===== config.mk =====
export PLATFORM = sky130hd
export DESIGN_NAME = magnitude_comparator_seq
export DESIGN_NICKNAME = d
export VERILOG_FILES = /design/src/rtl/magnitude_comparator_seq.sv
export SDC_FILE = /design/constraint.sdc
export NUM_CORES = 1
export LEC_CHECK = 0
export ABC_CLOCK_PERIOD_IN_PS = 5700
export CORE_MARGIN = 3
export CORE_UTILIZATION = 30
export CTS_BUF_LIST = sky130_fd_sc_hd__clkbuf_16
export DETAILED_ROUTE_END_ITERATION = 8
export GPL_TIMING_DRIVEN = 0
export PLACE_DENSITY = 0.57
export SLEW_MARGIN = 30
export SYNTH_ARGS = -nofsm -noshare
export SYNTH_HDL_FRONTEND = slang
export SYNTH_SLANG_ARGS = --single-unit
export TNS_END_PERCENT = 5

===== constraint.sdc =====
create_clock -name clk -period 5.7 [get_ports clk]
set_input_delay 0.855 -clock clk [delete_from_list [all_inputs] [get_ports clk]]
set_output_delay 0.855 -clock clk [all_outputs]
set_load 0.02 [all_outputs]

===== src/rtl/magnitude_comparator_seq.sv =====
// rtl/magnitude_comparator_seq.sv - digit-serial magnitude comparator, MSB digit first with early exit
// Signed operands are biased by flipping the MSB at capture, so the serial compare stays unsigned.
module magnitude_comparator_seq #(
  parameter int WIDTH = 8,
  parameter int DIGIT = 2
) (
  input  logic                               clk,
  input  logic                               rst,
  input  logic                               in_valid,
  output logic                               in_ready,
  input  logic [WIDTH-1:0]                   a,
  input  logic [WIDTH-1:0]                   b,
  input  logic                               is_signed,
  input  logic                               flush,
  output logic                               out_valid,
  input  logic                               out_ready,
  output logic                               eq,
  output logic                               gt,
  output logic                               lt,
  output logic [$clog2(WIDTH/DIGIT):0]       steps
);

  localparam int NDIG = WIDTH / DIGIT;
  localparam int IW   = (NDIG > 1) ? $clog2(NDIG) : 1;
  localparam int SW   = $clog2(NDIG) + 1;
  localparam logic [WIDTH-1:0] MSB_MASK = {1'b1, {(WIDTH-1){1'b0}}};

  typedef enum logic [1:0] {IDLE, CMP, DONE} state_t;

  state_t           state, state_nxt;
  logic [WIDTH-1:0] ra, rb;
  logic [IW-1:0]    idx;
  logic [SW-1:0]    steps_r;
  logic             eq_r, gt_r, lt_r;
  logic             load, step;
  logic [WIDTH-1:0] sh_a, sh_b;
  logic [DIGIT-1:0] da, db;

  assign sh_a = ra >> (DIGIT * int'(idx));
  assign sh_b = rb >> (DIGIT * int'(idx));
  assign da   = sh_a[DIGIT-1:0];
  assign db   = sh_b[DIGIT-1:0];

  always_ff @(posedge clk or posedge rst) begin
    if (rst) state <= IDLE;
    else     state <= state_nxt;
  end

  always_comb begin
    state_nxt = state;
    load      = 1'b0;
    step      = 1'b0;
    case (state)
      IDLE: begin
        if (in_valid && !flush) begin
          load      = 1'b1;
          state_nxt = CMP;
        end
      end
      CMP: begin
        if (flush) begin
          state_nxt = IDLE;
        end else begin
          step = 1'b1;
          if (da != db || idx == '0) state_nxt = DONE;
        end
      end
      DONE: begin
        // flush wins over a simultaneous handshake; either way we return to IDLE
        if (flush || out_ready) state_nxt = IDLE;
      end
      default: state_nxt = IDLE;
    endcase
  end

  always_ff @(posedge clk or posedge rst) begin
    if (rst) begin
      ra      <= '0;
      rb      <= '0;
      idx     <= '0;
      steps_r <= '0;
      eq_r    <= 1'b0;
      gt_r    <= 1'b0;
      lt_r    <= 1'b0;
    end else if (load) begin
      ra      <= is_signed ? (a ^ MSB_MASK) : a;
      rb      <= is_signed ? (b ^ MSB_MASK) : b;
      idx     <= IW'(NDIG - 1);
      steps_r <= '0;
      eq_r    <= 1'b0;
      gt_r    <= 1'b0;
      lt_r    <= 1'b0;
    end else if (step) begin
      steps_r <= steps_r + SW'(1);
      if (da > db)        gt_r <= 1'b1;
      else if (da < db)   lt_r <= 1'b1;
      else if (idx == '0) eq_r <= 1'b1;
      else                idx  <= idx - IW'(1);
    end
  end

  assign in_ready  = (state == IDLE);
  assign out_valid = (state == DONE);
  assign eq        = eq_r & out_valid;
  assign gt        = gt_r & out_valid;
  assign lt        = lt_r & out_valid;
  assign steps     = steps_r;

endmodule


-- Yosys cells after proc, flatten, opt, wreduce, memory -nomap -nowiden
Index checks and enable logic that the tools add are counted.
- output and inout bits: 8
- input port bits: 22
- bits in registers: 26
- equality and inequality tests: 9
- magnitude comparators: 2
- reduce and logical (&&, ||, !) cells: 15
- bitwise operators: 5
- mux-type cells: 30
- shift-type cells: 2
- add/sub/neg operators: 2
- operators with widths (cell ; number):
    $mux W2 ; 9
    $mux W1 ; 16
    $mux W8 ; 2
    $shr A8 B3 Y2 ; 2
    $reduce_and A4 Y1 ; 2
    $reduce_bool A2 Y1 ; 4
    $mux W3 ; 2
    $ne A2 B2 Y1 const B ; 3
    $pmux W2 S3 ; 1
    $reduce_and A3 Y1 ; 2
    $logic_not A2 Y1 ; 2
    $ne A2 B1 Y1 const B ; 2
    $add A3 B1 Y3 const B ; 1
    $and A1 B1 Y1 ; 3
    $ne A3 B3 Y1 const B ; 1
    $eq A2 B1 Y1 const B ; 1
    $eq A2 B2 Y1 const B ; 1
    $gt A2 B2 Y1 ; 1
    $logic_or A1 B1 Y1 ; 2
    $lt A2 B2 Y1 ; 1
    $ne A2 B2 Y1 ; 1
    $not A1 Y1 ; 2
    $reduce_and A2 Y1 ; 1
    $sub A2 B1 Y2 const B ; 1
    2 further kinds ; 2

-- Depth between registers and ports, before layout
Gate-level depths: netlist (run 1).
- depth in word-level cells: 6
- mapped depth: 7

-- Worst setup path after synthesis (run 1)
Ideal clock, no wire load.
- path kind: register to register
- from: register idx[0]
- to: register state[1]
- data arrival time: 2.189 ns
- cell stages (with the launch flop): 7
- data required time: 5.623 ns
- path slack: 3.434 ns
- cells stage by stage: dfrtp_1 -> clkbuf_1 -> mux4_2 -> ha_1 -> and3b_1 -> or3b_2 -> a21oi_1
- cells in the longest elaborated chain, start to end: 5
- elaborated cells on any way between the ends: 7
- those cells by class: eq/ne: 2; shift: 2; reduce/logical: 3
- ends and longest elaborated chain (element ; line ; RTL):
    start: declaration ; 32 ; logic [IW-1:0] idx;
    start signal: assignment ; 88 ; idx <= IW'(NDIG - 1);
    start signal: assignment ; 98 ; else idx <= idx - IW'(1);
    $shr A8 B3 Y2, on equally long branches ; 39, 40 ;
    $ne A2 B2 Y1 ; 65 ; if (da != db || idx == '0) state_nxt = DONE;
    $logic_or A1 B1 Y1 * ; 65 ;
    $ne A3 B3 Y1 (no source line) * ; -- ;
    $reduce_and A3 Y1 (no source line) * ; -- ;
    end signal: assignment ; 46 ; else state <= state_nxt;
    end: declaration ; 30 ; state_t state, state_nxt;
Every way passes the cells marked *; elsewhere a longest branch is shown, timed or not.
A chain may end at the register's enable or synchronous reset.

-- Final worst setup path (run 1)
- from: register state[0]
- to: output eq
- cells in the longest elaborated chain, start to end: 2
- ends and longest elaborated chain (element ; line ; RTL):
    $eq A2 B2 Y1 ; 103 ; assign out_valid = (state == DONE);
    $and A1 B1 Y1 ; 104 ; assign eq = eq_r & out_valid;
    end: declaration ; 17 ; output logic eq,
No other way between the ends.

==> impl_results.md, run 1 <==
- Mean instance size in the synthesized netlist: 12.51 sq um
- Critical Path, Cell by Cell: buf_6 > and2b_2 > and2_1 > clkdlybuf4s50_1
- Arrival time at the worst endpoint: ~1.7 ns
- Y dimension of the die: 72.49 um
- GP Congestion: 0.7565
- Logic pwr share: 41.3%
- Resized cells post-CTS: 0
- CTS Root Cell: sky130_fd_sc_hd__clkbuf_16
- Deepest level of the CTS H-tree: 1
- Transition time of the tightest slew-check pin: 0.5373 ns
- Hold buffers post-CTS: 0
- Pin count of the biggest net entering global routing: 27
- Number of detailed-route iterations in the first pass: 2
- Final worst path period share: 45.20%
- Placed Instances: 185
- Filler Cells Inserted: 413
- Layout Skew: 0.003809 ns
- Number of standard-cell rows in the floorplan: 23
- PwrDens: 490.7 nW/um^2
- Type of element capturing the critical path: output pin
- Final routed wire length divided by cell count: 12.61 um
- Net count after synthesis: 132
- Buffer count from post-CTS setup fixing: 0
- Slew Limit Fails: 0
- Via density per instance: 4.656
- Vias in the first global route: 940
- Critical path data required time: 4.85 ns
- Sequential group share of total power: between 30% and 40%
- Slew margin rel.: 64.13%
- # port buffers: 29
- Clk sink count: 26
- Final Hold Vio Count: 0
- Delay contributed by the slowest stage of the critical path: 0.60 ns
- Fraction of layout instances using a drive strength above 1: 15.11%
- Clock power frac: 23.3%
- Number of nets at the end of the flow: 166
- Area growth from synthesis to layout: 34.53%
- Via Count: 880
- CORE AREA: 4144 sq um
- CTS tree: yes
- Count of max-cap constraint violations: 0
- Count of mapped cells out of synthesis: 106
- Setup TNS: 0 ns
- Total Wirelength: 2.383 mm
- Die outline area: 5255 sq um
- Run status: completed
- Switching share of total power: 31.14%
- Final standard cell count with taps included and fillers excluded: around 190
- Achievable clock frequency: just under 400 MHz
- First-pass GRT wire length: 4.250 mm
- Path category of the worst min-delay check: flop to flop
- Global route total overflow: 0
- Final critical-path required period: 2.576 ns
- Number of warnings issued by yosys: 0
- Sum of net half-perimeters after detailed placement: 1.861 mm
- DRC violation count after routing: 0
- Critical setup path kind: flop to output pin
- Post-synth cell types: 30
- Summed instance area of the synthesized netlist: 1326 sq um
- Crit path max-delay cell type: sky130_fd_sc_hd__clkdlybuf4s50_1
- Leakage power total: 0.7743 nW
- Sort of element at the start of the critical path: flop
- Number of buffers on the longest clock path: 2
- Pint: 0.0006028 W
- Starting density of the core: 32.00%
- RSZ-0062 raised after global routing: false
- Largest fanout on the critical path: 9
- Horizontal extent of the die: 72.49 um
- Clock latency on the worst-skew pair: approximately 0.26 ns
- Diodes inserted: 0
- Sequential area share after synthesis: 49.06%
- Largest delay share family, worst path: buffers and inverters
- Total GRT Usage: 10.32%
- Number of violations reported at the end of detailed-routing iteration 0: 25
- Count of state elements after synthesis: 26
- Max rail drop VDD: 0.2316 mV
- Number of CTS-inserted buffers: 3
- Initial antenna violation count: 0
- Post-route antenna net violation count: 0
- IO Pins: 30
- Number of buffers and inverters on the critical path: 2
- Clock Pin Slew Worst Setup and Hold Paths: 0.07 ns
- Minimum hold slack: 0.4778 ns
- Power dissipated by switching net loads: 0.0002727 W
- Final Setup Violations: 0
[sequential cells by signal, summed over array words and instances (netlist names)]
name,cells
eq_r,1
gt_r,1
idx,2
lt_r,1
ra,8
rb,8
state,2
steps,3
[metrics by stage]
step | power [W] | setup slack [ns] | area, sq um | utilization (%)
6_report | 0.0008755 | 3.124 | 1784 | 43.06
5_1_grt | 0.0009462 | 3.028 | 1784 | 43.06
4_1_cts | 0.0008914 | 3.103 | 1784 | 43.06
3_5_place_dp | 0.0006832 | 3.007 | 1679 | 40.52
3_3_place_gp | 0.0006689 | 3.013 | 1679 | 40.52
2_1_floorplan | 0.0005738 | 3.434 | 1326 | -
[metal layers]
| metal | global-route usage, % | part of all wire, % | vias to the layer above |
|---|---|---|---|
| met5 | 0 | 0 | - |
| met4 | 1.844 | 0.34 | 0 |
| met3 | 3.047 | 6.9 | 2 |
| met2 | 17.39 | 47 | 27 |
| met1 | 13.31 | 46 | 418 |
| li1 | - | - | 433 |
[worst paths after layout]
kind / from / end / slack [ns] / cells after the start
max in group asynchronous: rst / state[0] / 4.38 / 2
worst max register to register: idx[0] / state[1] / 3.26 / 6
worst max-delay path: state[0] / eq / 3.12 / 4
min in group asynchronous: rst / steps[0] / 0.96 / 2
worst min-delay path: rb[4] / rb[4] / 0.48 / 1
worst min register to register: rb[4] / rb[4] / 0.48 / 1
[cell families (layout without fill, tap and decap cells)]
group                      count (synthesis)  count (layout)  synth area share (%)
adders and majority gates                  4               4                 3.774
and+or+nand+nor                           25              25                 12.83
muxes                                     22              22                 21.70
xor gates and xnor gates                   2               2                 1.321
AOI/OAI and AO/OA                         12              12                 5.377
buffers and inverters                     15              48                 5.943
DFF                                       26              26                 49.06
[synth_stat cells, drive strengths merged]
library cell,instances,area [sq um]
mux2i,4,40.04
or3b,2,17.52
and2b,1,8.760
inv,10,37.54
and3b,1,8.760
and2,3,18.77
nand2,2,7.510
buf,4,37.53
o211ai,3,22.52
clkbuf,1,3.750
mux4,4,90.09
nor3,2,10.01
xnor2,2,17.52
nor3b,1,12.51
a21oi,6,33.78
nor2,6,22.52
dfrtp,26,650.6
nand2b,1,6.260
nor4b,2,32.53
mux2,14,157.7
nor2b,2,12.51
o21ai,3,15.01
or3,1,6.260
ha,4,50.05
and3,1,6.260
[power groups by stage]
| stage | Clock (W) | Combinational [W] | Sequential [W] |
|---|---|---|---|
| 6_report | 0.000204 | 0.000361 | 0.000311 |
| 3_3_place_gp | 0 | 0.000360 | 0.000309 |
| 2_1_floorplan | 0 | 0.000264 | 0.000310 |
| 3_5_place_dp | 0 | 0.000366 | 0.000317 |
| 5_1_grt | 0.000217 | 0.000407 | 0.000323 |
| 4_1_cts | 0.000211 | 0.000368 | 0.000313 |
[cell usage in the layout (no fill, tap or decap), types with 3 or more instances in the layout]
| cell type | n |
|---|---|
| sky130_fd_sc_hd__nor2_1 | 6 |
| sky130_fd_sc_hd__dfrtp_1 | 26 |
| sky130_fd_sc_hd__clkbuf_16 | 3 |
| sky130_fd_sc_hd__mux2i_1 | 4 |
| sky130_fd_sc_hd__clkdlybuf4s50_1 | 29 |
| sky130_fd_sc_hd__mux4_2 | 4 |
| sky130_fd_sc_hd__ha_1 | 4 |
| sky130_fd_sc_hd__mux2_2 | 3 |
| sky130_fd_sc_hd__o21ai_0 | 3 |
| sky130_fd_sc_hd__o211ai_1 | 3 |
| sky130_fd_sc_hd__inv_1 | 9 |
| sky130_fd_sc_hd__and2_1 | 3 |
| sky130_fd_sc_hd__a21oi_1 | 5 |
| sky130_fd_sc_hd__mux2_1 | 11 |
[final cells by class]
class                      count  area [sq um]  share of cell area, %
buffer                         5         41.29                  2.314
clock buffer                   3         75.07                  4.208
clock inverter                 1         30.03                  1.683
inverter                      10         37.54                  2.104
multi-input combinational     65         596.8                  33.45
sequential                    26         650.6                  36.47
tap                           50         62.56                  3.506
timing repair buffer          29         290.3                  16.27
(Power assumes the default switching activity.)
==> inputs of run 2 (changes only) <==
--- a/config.mk
+++ b/config.mk
@@ -5,13 +5,13 @@
 export SDC_FILE = /design/constraint.sdc
 export NUM_CORES = 1
 export LEC_CHECK = 0
-export ABC_CLOCK_PERIOD_IN_PS = 5700
+export ABC_CLOCK_PERIOD_IN_PS = 2100
 export CORE_MARGIN = 3
 export CORE_UTILIZATION = 30
 export CTS_BUF_LIST = sky130_fd_sc_hd__clkbuf_16
 export DETAILED_ROUTE_END_ITERATION = 8
 export GPL_TIMING_DRIVEN = 0
-export PLACE_DENSITY = 0.57
+export PLACE_DENSITY = 0.59
 export SLEW_MARGIN = 30
 export SYNTH_ARGS = -nofsm -noshare
 export SYNTH_HDL_FRONTEND = slang
==> constraint.sdc (replaced) <==
create_clock -name clk -period 2.1 [get_ports clk]
set_input_delay 0.315 -clock clk [delete_from_list [all_inputs] [get_ports clk]]
set_output_delay 0.315 -clock clk [all_outputs]
set_load 0.02 [all_outputs]
==> impl_results.md, run 2 (synthesis results as in run 1) <==
- Startpoint of the most critical register-to-register path: idx[0]
- Highest-count cells in the layout ignoring fill and taps: 26 x sky130_fd_sc_hd__dfrtp_1, 26 x sky130_fd_sc_hd__clkdlybuf4s50_1, 11 x sky130_fd_sc_hd__mux2_1, 7 x sky130_fd_sc_hd__inv_1, 6 x sky130_fd_sc_hd__nor2_1
- Post-route antenna net violation count: 0 (unchanged)
- Pint: 0.001710 W (+180%)
- Filler Cells Inserted: 406 (-1.7%)
- Final critical-path required period: between 2 and 2.5 ns
- Die outline area: 5255 sq um (unchanged)
- Number of buffers and inverters on the critical path: 3 (+1)
- Worst Reg2Reg Path Length in Cells: 8 (+2)
- First-pass GRT wire length: 4.602 mm (+8.3%)
- Critical R2R Capture: idx[0]
- Total GRT Usage: 11.31% (+0.99 points)
- Number of detailed-route iterations in the first pass: 2 (unchanged)
- Crit path setup slack, layout: 0.008819 ns (-3.115 ns)
- Achievable clock frequency: 478.2 MHz
- Clk sink count: 26 (unchanged)
- Switching share of total power: 32.73% (+1.6 points)
- Clock power frac: 16.8% (-6.5 points)
- Hold buffers post-CTS: 0 (unchanged)
- Number of nets at the end of the flow: 169 (+1.8%)
- Sum of net half-perimeters after detailed placement: 1.850 mm (-0.55%)
- Starting density of the core: 32.00% (unchanged)
- RSZ-0062 raised after global routing: true
- Fraction of layout instances using a drive strength above 1: 21.13% (+6.0 points)
- Count of max-cap constraint violations: 0 (unchanged)
- FF-to-FF setup slack: 0.009 ns (-3.25 ns)
- Critical setup path kind: flop to flop
- Sequential group share of total power: 33.1% (-2.4 points)
- Path category of the worst min-delay check: input port to asynchronous set/reset pin
- Critical Path, Cell by Cell: buf_8 > mux4_2 > inv_2 > ha_4 > and3b_2 > buf_6 > o211ai_1 > mux2i_1
- Slew margin rel.: 63.27% (-0.85 points)
- Diodes inserted: 0 (unchanged)
- Pin count of the biggest net entering global routing: 27 (unchanged)
- CORE AREA: 4144 sq um (unchanged)
- Number of violations reported at the end of detailed-routing iteration 0: 11 (-56%)
- Via Count: 899 (+2.2%)
- Slew Limit Fails: 0 (unchanged)
- Final worst path period share: 99.58%
- Critical path data required time: 2.28 ns (-2.57 ns)
- PwrDens: 1385 nW/um^2 (+180%)
- Final Hold Vio Count: 0 (unchanged)
- Logic pwr share: 50.1% (+8.8 points)
- Number of buffers on the longest clock path: 2 (unchanged)
- Number of standard-cell rows in the floorplan: 23 (unchanged)
- Largest delay share family, worst path: multiplexers
- Type of element capturing the critical path: flop
- Deepest level of the CTS H-tree: 1 (unchanged)
- Sort of element at the start of the critical path: flop
- Total Wirelength: 2.549 mm (+7.0%)
- Utilization after layout: 44.29% (+1.2 points)
- Clock Pin Slew Worst Setup and Hold Paths: 0.07 ns (about the same)
- DRC violation count after routing: 0 (unchanged)
- Power dissipated by switching net loads: 0.0008317 W (+210%)
- Vias in the first global route: 988 (+5.1%)
- # port buffers: 29 (unchanged)
- Layout Skew: 0.004077 ns (+0.0002687 ns)
- CTS Root Cell: sky130_fd_sc_hd__clkbuf_16
- Crit. Startpoint: idx[0]
- GP Congestion: 0.7261 (-4.0%)
- Area growth from synthesis to layout: 38.40%
- Run status: completed
- Crit path max-delay cell type: sky130_fd_sc_hd__mux4_2
- Horizontal extent of the die: 72.49 um (unchanged)
- Y dimension of the die: 72.49 um (unchanged)
- Post-place setup slack: -0.1235 ns (-3.130 ns)
- Final Setup Violations: 0 (unchanged)
- Largest fanout on the critical path: 6 (-3)
- Leakage power total: 0.8385 nW (+8.3%)
- Delay contributed by the slowest stage of the critical path: 0.50 ns (-0.10 ns)
- IO Pins: 30 (unchanged)
- Max rail drop VDD: 0.4345 mV (+88%)
- CTS tree: yes
- Final routed wire length divided by cell count: 13.28 um (+5.3%)
- Arrival time at the worst endpoint: 2.27 ns (+0.55 ns)
- Initial antenna violation count: 0 (unchanged)
- Via density per instance: 4.682 (+0.56%)
- Transition time of the tightest slew-check pin: 0.5501 ns (+0.01277 ns)
- Global route total overflow: 0 (unchanged)
- Clock latency on the worst-skew pair: 0.26 ns (about the same)
- Number of CTS-inserted buffers: 3 (unchanged)
-- run 2: repair_timing --
action                     CTS  global route
buffers inserted             2             1
cloned                       0             0
gates resized for setup      9             4
setup endpoints to repair    3             8
pin swaps                    3             3
-- run 2: worst max-delay path by stage --
stage	slack (ns)	cells after the start	to
3_3_place_gp	-0.11	6	state[1]
5_1_grt	-0.12	8	idx[0]
3_5_place_dp	-0.12	6	state[1]
2_1_floorplan	0.003	6	state[1]
6_report	0.009	8	idx[0]
4_1_cts	-0.01	8	idx[0]
-- run 2: area by class of cell --
type,count,area (sq um),share of cell area (%)
plain buffers,5,52.55,2.863
clock buffers,3,75.07,4.090
clock inverters,1,3.754,0.2045
inverters,10,37.54,2.045
multi-input cells,65,629.4,34.29
flip-flops and latches,26,650.6,35.45
well taps,50,62.56,3.408
repair buffers,32,324.1,17.66
-- run 2: power by group through the flow --
stage | Sequential (W) | Combinational, W | Clock, W
after CTS | 0.000843 | 0.00122 | 0.000437
after global placement | 0.000838 | 0.000985 | 0
after detailed placement | 0.000852 | 0.00101 | 0
final | 0.000841 | 0.00127 | 0.000426
after floorplan | 0.000841 | 0.000724 | 0
after global routing | 0.000874 | 0.00143 | 0.000456
-- run 2: stage by stage --
step	setup TNS (ns)	hold WS (ns)	area [sq um]	instances	total power, W
2_1_floorplan	0	0.3550	1330	106	0.001565
3_3_place_gp	-0.4770	0.4639	1683	185	0.001823
3_5_place_dp	-0.6915	0.4720	1683	185	0.001862
4_1_cts	-0.01328	0.4443	1819	191	0.002503
5_1_grt	-0.3318	0.4785	1836	192	0.002761
6_report	0	0.4207	1836	192	0.002541
-- run 2: layer usage --
metal	routed length (um)	global-route usage [%]	share of wire (%)	up-vias
li1	-	-	-	438
met1	1122	13.77	44	434
met2	1243	19.92	49	25
met3	163	2.770	6.4	2
met4	19	3.074	0.75	0
met5	0	0	0	-
